**src/rtl/mips_defs.sv**
```systemverilog
// -----------------------------------------------------------------------------
// mips_defs
// Shared constants for the five-stage MIPS core: multiply/divide latencies,
// the reset PC and the SPECIAL-opcode funct codes of the md instructions.
// Also provides a helper that sizes the md busy down-counter.
// No ports (package).
// -----------------------------------------------------------------------------
package mips_defs;

    // Busy cycles following a mult/multu or div/divu start
    localparam int MD_MULT_CYCLES = 5;
    localparam int MD_DIV_CYCLES  = 10;

    localparam logic [31:0] RESET_PC = 32'h0000_3000;

    // md instructions all live under the SPECIAL opcode
    localparam logic [5:0] OP_SPECIAL = 6'h00;
    localparam logic [5:0] FN_MFHI    = 6'h10;
    localparam logic [5:0] FN_MTHI    = 6'h11;
    localparam logic [5:0] FN_MFLO    = 6'h12;
    localparam logic [5:0] FN_MTLO    = 6'h13;
    localparam logic [5:0] FN_MULT    = 6'h18;
    localparam logic [5:0] FN_MULTU   = 6'h19;
    localparam logic [5:0] FN_DIV     = 6'h1A;
    localparam logic [5:0] FN_DIVU    = 6'h1B;

    // Width of a down-counter that must hold the longest busy sequence
    function automatic int rem_width(input int div_cycles);
        return $clog2(div_cycles + 1);
    endfunction

endpackage

```
**src/rtl/stall_ctrl_md_busy_timer.sv**
```systemverilog
// -----------------------------------------------------------------------------
// md_busy_timer
// Tracks how many cycles the multiply/divide unit remains busy after a start.
// Ports:
//   clk     in   system clock
//   reset   in   synchronous active-high reset, clears the counter
//   start   in   E-stage md operation starting this cycle
//   is_div  in   qualifies start: 1 = div/divu, 0 = mult/multu
//   busy    out  registered, high while the remaining-cycle count is non-zero
// -----------------------------------------------------------------------------
module md_busy_timer
    import mips_defs::*;
#(
    parameter int MULT_CYCLES = MD_MULT_CYCLES,
    parameter int DIV_CYCLES  = MD_DIV_CYCLES
) (
    input  logic clk,
    input  logic reset,
    input  logic start,
    input  logic is_div,
    output logic busy
);

    // Counter is sized for DIV_CYCLES; MULT_CYCLES is assumed not to exceed it.
    localparam int REM_W = rem_width(DIV_CYCLES);

    logic [REM_W-1:0] rem;
    logic [REM_W-1:0] rem_next;

    // A start while already busy cannot occur in a legal pipeline; it is
    // simply ignored and the running sequence keeps counting down.
    always_comb begin
        rem_next = rem;
        if (start && (rem == '0)) begin
            rem_next = is_div ? REM_W'(DIV_CYCLES) : REM_W'(MULT_CYCLES);
        end else if (rem != '0) begin
            rem_next = rem - REM_W'(1);
        end
    end

    // busy is registered alongside rem so it always equals (rem != 0)
    always_ff @(posedge clk) begin
        if (reset) begin
            rem  <= '0;
            busy <= 1'b0;
        end else begin
            rem  <= rem_next;
            busy <= (rem_next != '0);
        end
    end

endmodule

```
**src/rtl/stall_ctrl.sv**
```systemverilog
// -----------------------------------------------------------------------------
// stall_ctrl
// Pipeline stall controller: merges the D-stage data-hazard stall with the
// multiply/divide busy window, drives PC / F/D write enables and the D/E
// flush, and counts stalled cycles for debug.
// Ports:
//   clk           in   system clock
//   reset         in   synchronous active-high reset
//   hazard_stall  in   combinational data-hazard stall request
//   d_is_md       in   D-stage instruction uses the md unit or HI/LO
//   e_md_start    in   E-stage instruction starts a mult/div this cycle
//   e_md_is_div   in   qualifies e_md_start: 1 = div, 0 = mult
//   pc_we         out  PC register write enable
//   fd_we         out  F/D register write enable
//   de_flush      out  D/E register clear (bubble insert)
//   md_busy       out  md unit busy (registered)
//   stall_cnt     out  stalled cycles since reset, wraps
// -----------------------------------------------------------------------------
module stall_ctrl
    import mips_defs::*;
#(
    parameter int MULT_CYCLES = MD_MULT_CYCLES,
    parameter int DIV_CYCLES  = MD_DIV_CYCLES,
    parameter int CNT_W       = 32
) (
    input  logic             clk,
    input  logic             reset,
    input  logic             hazard_stall,
    input  logic             d_is_md,
    input  logic             e_md_start,
    input  logic             e_md_is_div,
    output logic             pc_we,
    output logic             fd_we,
    output logic             de_flush,
    output logic             md_busy,
    output logic [CNT_W-1:0] stall_cnt
);

    logic md_stall;
    logic stall;

    md_busy_timer #(
        .MULT_CYCLES (MULT_CYCLES),
        .DIV_CYCLES  (DIV_CYCLES)
    ) u_md_busy_timer (
        .clk    (clk),
        .reset  (reset),
        .start  (e_md_start),
        .is_div (e_md_is_div),
        .busy   (md_busy)
    );

    // The start cycle itself must stall an md consumer: md_busy only rises
    // on the following edge.
    assign md_stall = d_is_md & (e_md_start | md_busy);
    assign stall    = hazard_stall | md_stall;

    // Reset holds the front end frozen and keeps bubbles flowing into E.
    assign pc_we    = ~reset & ~stall;
    assign fd_we    = ~reset & ~stall;
    assign de_flush =  reset |  stall;

    // Both stall sources in one cycle count once.
    always_ff @(posedge clk) begin
        if (reset) begin
            stall_cnt <= '0;
        end else if (stall) begin
            stall_cnt <= stall_cnt + CNT_W'(1);
        end
    end

endmodule

```
**config.mk**
```make
export PLATFORM = sky130hd
export DESIGN_NAME = stall_ctrl
export DESIGN_NICKNAME = d
export VERILOG_FILES = /design/src/rtl/mips_defs.sv /design/src/rtl/stall_ctrl_md_busy_timer.sv /design/src/rtl/stall_ctrl.sv
export SDC_FILE = /design/constraint.sdc
export NUM_CORES = 1
export LEC_CHECK = 0
export BUFFER_PORTS_ARGS = -buffer_cell sky130_fd_sc_hd__clkbuf_2
export CORE_UTILIZATION = 53
export CTS_CLUSTER_DIAMETER = 30
export DETAILED_ROUTE_END_ITERATION = 8
export GPL_TIMING_DRIVEN = 0
export PLACE_DENSITY = 0.78
export SYNTH_ARGS = -nofsm -noshare
export SYNTH_HDL_FRONTEND = slang
export SYNTH_SLANG_ARGS = --single-unit
```
**constraint.sdc**
```tcl
create_clock -name clk -period 1.81 [get_ports clk]
set_input_delay 0 -clock clk [delete_from_list [all_inputs] [get_ports clk]]
set_output_delay 0 -clock clk [all_outputs]
set_load 0.02 [all_outputs]
```
# [Yosys cells after proc, flatten, opt, wreduce, memory -nomap -nowiden]
# Cells that the tools add are included.
[word_totals] wordCells=19 register_bits=37
[classes] n_addsub=2 n_reduce_logical=4 n_bitwise=7 muxes=3
[ops] operator="32-bit by 1-bit adder with 32-bit output, second input constant" n=1
[ops] operator="4-bit two-way mux" n=3
[ops] operator="4-bit nonzero test" n=2
[ops] operator="4-bit logical NOT" n=1
[ops] operator="4-bit by 1-bit subtractor with 4-bit output, second input constant" n=1
[ops] operator="1-bit OR" n=3
[ops] operator="1-bit AND" n=2
[ops] operator="1-bit NOT" n=2
[ops] operator="1-bit logical AND" n=1

# [Depth between registers and ports, before layout]
[logic_depth] ltp_word=5 ltp_mapped=6 ltp_nobuf=6

# [Cells and area by module]
# From an unflattened synthesis, not the netlist that was laid out.
[hier_totals] hier_cells=209 area_unflattened_um2=1791.7
[by_module_without_submodules] mod="stall_ctrl" seq_area_each_um2=640.6 instances=1 area_per_inst_um2=1515.2 cells_each=177
[by_module_without_submodules] mod="md_busy_timer" seq_area_each_um2=100.1 instances=1 area_per_inst_um2=276.5 cells_each=32

# [Least setup slack after synthesis]
# Ideal clock, no wire load.
[synth_path] path_kind="reg-to-reg" start="reg stall_cnt[12]" end="reg stall_cnt[25]" arrival_time_ps=1697 path_slack_ps=-8 n_path_buf=1 path_stages_with_launch=6 synth_period_minus_slack_ps=1818 t_required_ps=1689 cell_sequence="dfxtp_1 and4_4 nand4_4 buf_6 nor4_1 mux2_2"
[synth_via] elab_chain_len=1
[synth_lines] item="start, declared" line_no="stall_ctrl.sv:36" text="output logic [CNT_W-1:0] stall_cnt"
[synth_lines] item="start signal, assigned" line_no="stall_ctrl.sv:68" text="stall_cnt <= stall_cnt + CNT_W'(1);"
[synth_lines] item="32-bit by 1-bit adder with 32-bit output" line_no="stall_ctrl.sv:68"
# Every way passes these cells.
# A chain may end at the register's enable or synchronous reset.

# [Worst setup path after layout]
[layout_path] start="reg stall_cnt[10]" end="reg stall_cnt[25]"
# The elaborated chain is that of the path after synthesis.

==> flow_summary.yaml <==
critical_path:
  critPathSlowestCell: "dfxtp_1"
  critPathKind: "register to register"
  path_buf_inv: 1
  worstPathMaxFanout: 10
  cpPeakStageDelay_ns: 0.38
  cp-start-kind: "register"
  regToRegSetupSlack_ns: 0.07
  cp.required_ns: 2.05
  path_cells: "and4_4, nand4_4, buf_6, nor4_2, mux2_2"
  crit_family: "simple AND/OR/NAND/NOR gates"
  worstPathArrival_ns: 1.98
  end_kind: "register"
routing:
  avgRoutedWirePerCell_um: 13.2
  viasPerCell: 5.79
  detail_route.wirelength_um: 4090
  vias: 1789
  drc: 0
  drt.antenna.violating_nets: 0
  firstDrtPassIters: 4
  drt_iter0_markers: 125
timing:
  finClkSkew_ns: 0.00868
  finalWorstSetupSlack_ns: 0.0689
  finalSetupViolations: 0
  post-route-period-util_pct: 96.2
  period_needed_ns: 1.74
  rsz0062_at_grt: "false"
  slew_headroom_pct: 69.4
  max_clock_freq_ghz: 0.574
  hold_viol_final: 0
  worst_slew_pin_slew_ns: 0.459
  maxSlewViolCount: 0
synthesis:
  ys.flop_type: "dfxtp_1"
  ys_types: 41
  async_flop_share_pct: 0
  synth_edf_count: 0
  seq_area_frac_synth_pct: 39.2
  synthCells: 215
  synth_seq_cells: 37
  postSynthAreaPerCell_sq_um: 8.79
  synthesis.area_sq_um: 1890
  syn_nets: 223
  ys.warnings.count: 0
pwr:
  p_int_mw: 1.18
  clkPwrFrac_pct: 22.8
  p_leak_nw: 0.835
  power_mw: 1.72
  p_per_area_nw_per_um2: 766
  max-vdd-ir-drop_mv: 0.687
  swShare_pct: 31.6
  p_sw_mw: 0.543
  power_frac_seq_pct: 54.2
  pwr-share-comb_pct: 23.0
placed_design:
  gp_congestion: 0.846
  place_ws_ns: -0.0678
  port_buffers: 41
  dp_hpwl_um: 2850
final_layout:
  final_cell_mix: "42 x clkbuf_2, 25 x dfxtp_1, 24 x a21oi_1, 14 x o31ai_1, 13 x or4_1"
  area_growth_pct: 18.9
  n_fill_cell: 276
  antenna_cells: 0
  drive_above_1_share_pct: 31.6
  seqCellArea_sq_um: 756
  nNetsFinal: 272
  layout_commonest_cell: "clkbuf_2"
  multi_input_area_sq_um: 1070
global_routing:
  grt_pass1_wl_um: 6360
  overflow: 0
  grt_pass1_vias: 1411
  grt_max_degree: 11
  antenna_found_initial: 0
  grt_use_total_pct: 22.8
outcome:
  status: "finished clean"
clocking:
  cts_tree: "yes"
  worstSkewPairLatency_ns: 0.34
  path_clk_slew_ns: 0.11
  cts-root-buf: "clkbuf_4"
  clock_path_buffers: 2
  numCtsBuffers: 5
  post-cts-setup-buffers: 0
  clkSinkCount: 37
  htree_levels: 2
floorplanning:
  core-area_sq_um: 3390
  start_util_pct: 55.8
  fp.dieH_um: 61.7
  dieArea_sq_um: 3810
  ioPinCount: 42
  row_count: 21
  dieWidth_um: 61.7
hold_path:
  hp-class: "input pin to register"
run:
  cap_violations: 0
==> Yosys cell counts (all sizes together), types with 3 or more instances <==
master / count / area [sq um]
nor2b: 5 / 31.3
nand2: 11 / 41.3
and4: 5 / 51.3
mux2: 3 / 33.8
o31ai: 14 / 105
nand4: 6 / 52.6
or3: 10 / 62.6
o211ai: 3 / 32.5
o2111ai: 4 / 58.8
buf: 7 / 48.8
xor2: 5 / 43.8
or4: 13 / 97.6
o21ai: 11 / 55.1
xnor2: 3 / 26.3
a21oi: 24 / 120
inv: 9 / 33.8
nor4: 3 / 18.8
nor2: 12 / 45.0
nand3: 8 / 40.0
dfxtp: 37 / 741
clkbuf: 6 / 22.5
==> layer usage <==
layer  vias up  track usage [%]  part of all wire, %  wire (um)
met5         -                0                    0          0
met4         0             7.62                 0.83         34
met3         4             6.21                  3.3        136
met2        40             37.2                   50       2020
met1       834             29.2                   46       1890
li1        911                -                    -          -
==> power by group through the flow <==
stage | clock network [mW] | registers (mW) | logic, mW
floorplan | 0 | 0.960 | 0.276
global placement | 0 | 0.942 | 0.373
detailed placement | 0 | 0.945 | 0.388
CTS | 0.410 | 0.931 | 0.396
global route | 0.445 | 0.943 | 0.440
finish | 0.392 | 0.933 | 0.396
==> repair_timing <==
item	in CTS	in global routing
gates cloned	0	0
resized for setup	4	17
setup endpoints to repair	3	14
endpoints found under the hold margin	2	0
hold buffers	1	0
==> logic make-up (layout without fill, tap and decap cells) <==
kind of cell / after synthesis / after routing / synth area share [%]
buf+inv: 22 / 70 / 5.56
mux: 4 / 4 / 2.32
fa+ha+maj: 2 / 2 / 1.32
flops: 37 / 37 / 39.2
xor+xnor: 8 / 8 / 3.71
compound gates: 62 / 62 / 22.2
simple gates: 80 / 80 / 25.7
==> registers in the layout, indices dropped and copies added (netlist names) <==
| register | count |
|---|---|
| u_md_busy_timer.busy | 1 |
| u_md_busy_timer.rem | 4 |
| stall_cnt | 32 |
==> per-stage QoR <==
| step | cell area (sq um) | std cells | hold WS, ns | TNS (ns) | util, % |
|---|---|---|---|---|---|
| global route | 2250 | 309 | 0.0607 | 0 | 66.3 |
| detailed placement | 2160 | 302 | 0.270 | -0.113 | 63.6 |
| global placement | 2160 | 302 | 0.271 | -0.107 | 63.6 |
| floorplan | 1890 | 215 | 0.0776 | 0 | - |
| finish | 2250 | 309 | 0.0359 | 0 | 66.3 |
| CTS | 2220 | 309 | 0.0214 | 0 | 65.4 |
==> path summary, 6_finish.rpt <==
| kind | cells past startpoint | start | endpoint |
|---|---|---|---|
| setup / recovery | 5 | stall_cnt[10] | stall_cnt[25] |
| hold / removal | 4 | e_md_is_div | u_md_busy_timer.rem[0] |
| setup reg to reg | 5 | stall_cnt[10] | stall_cnt[25] |
| hold reg to reg | 2 | stall_cnt[14] | stall_cnt[14] |
==> worst register-to-register path, cell delays in order, from the launching register on <==
cell and delay (ns):
dfxtp_1 0.38, and4_4 0.28, nand4_4 0.16, buf_6 0.19, nor4_2 0.28, mux2_2 0.36
==> area by class of cell <==
cell class              instances  area share [%]
flip-flops and latches         37            33.6
multi-input cells             156            47.4
well taps                      46            2.56
clock buffers                   5            1.67
plain buffers                  13            3.45
inverters                       9            1.50
clock inverters                 1           0.223
repair buffers                 42            9.57
Note: power is estimated with default switching activity, not from simulation.
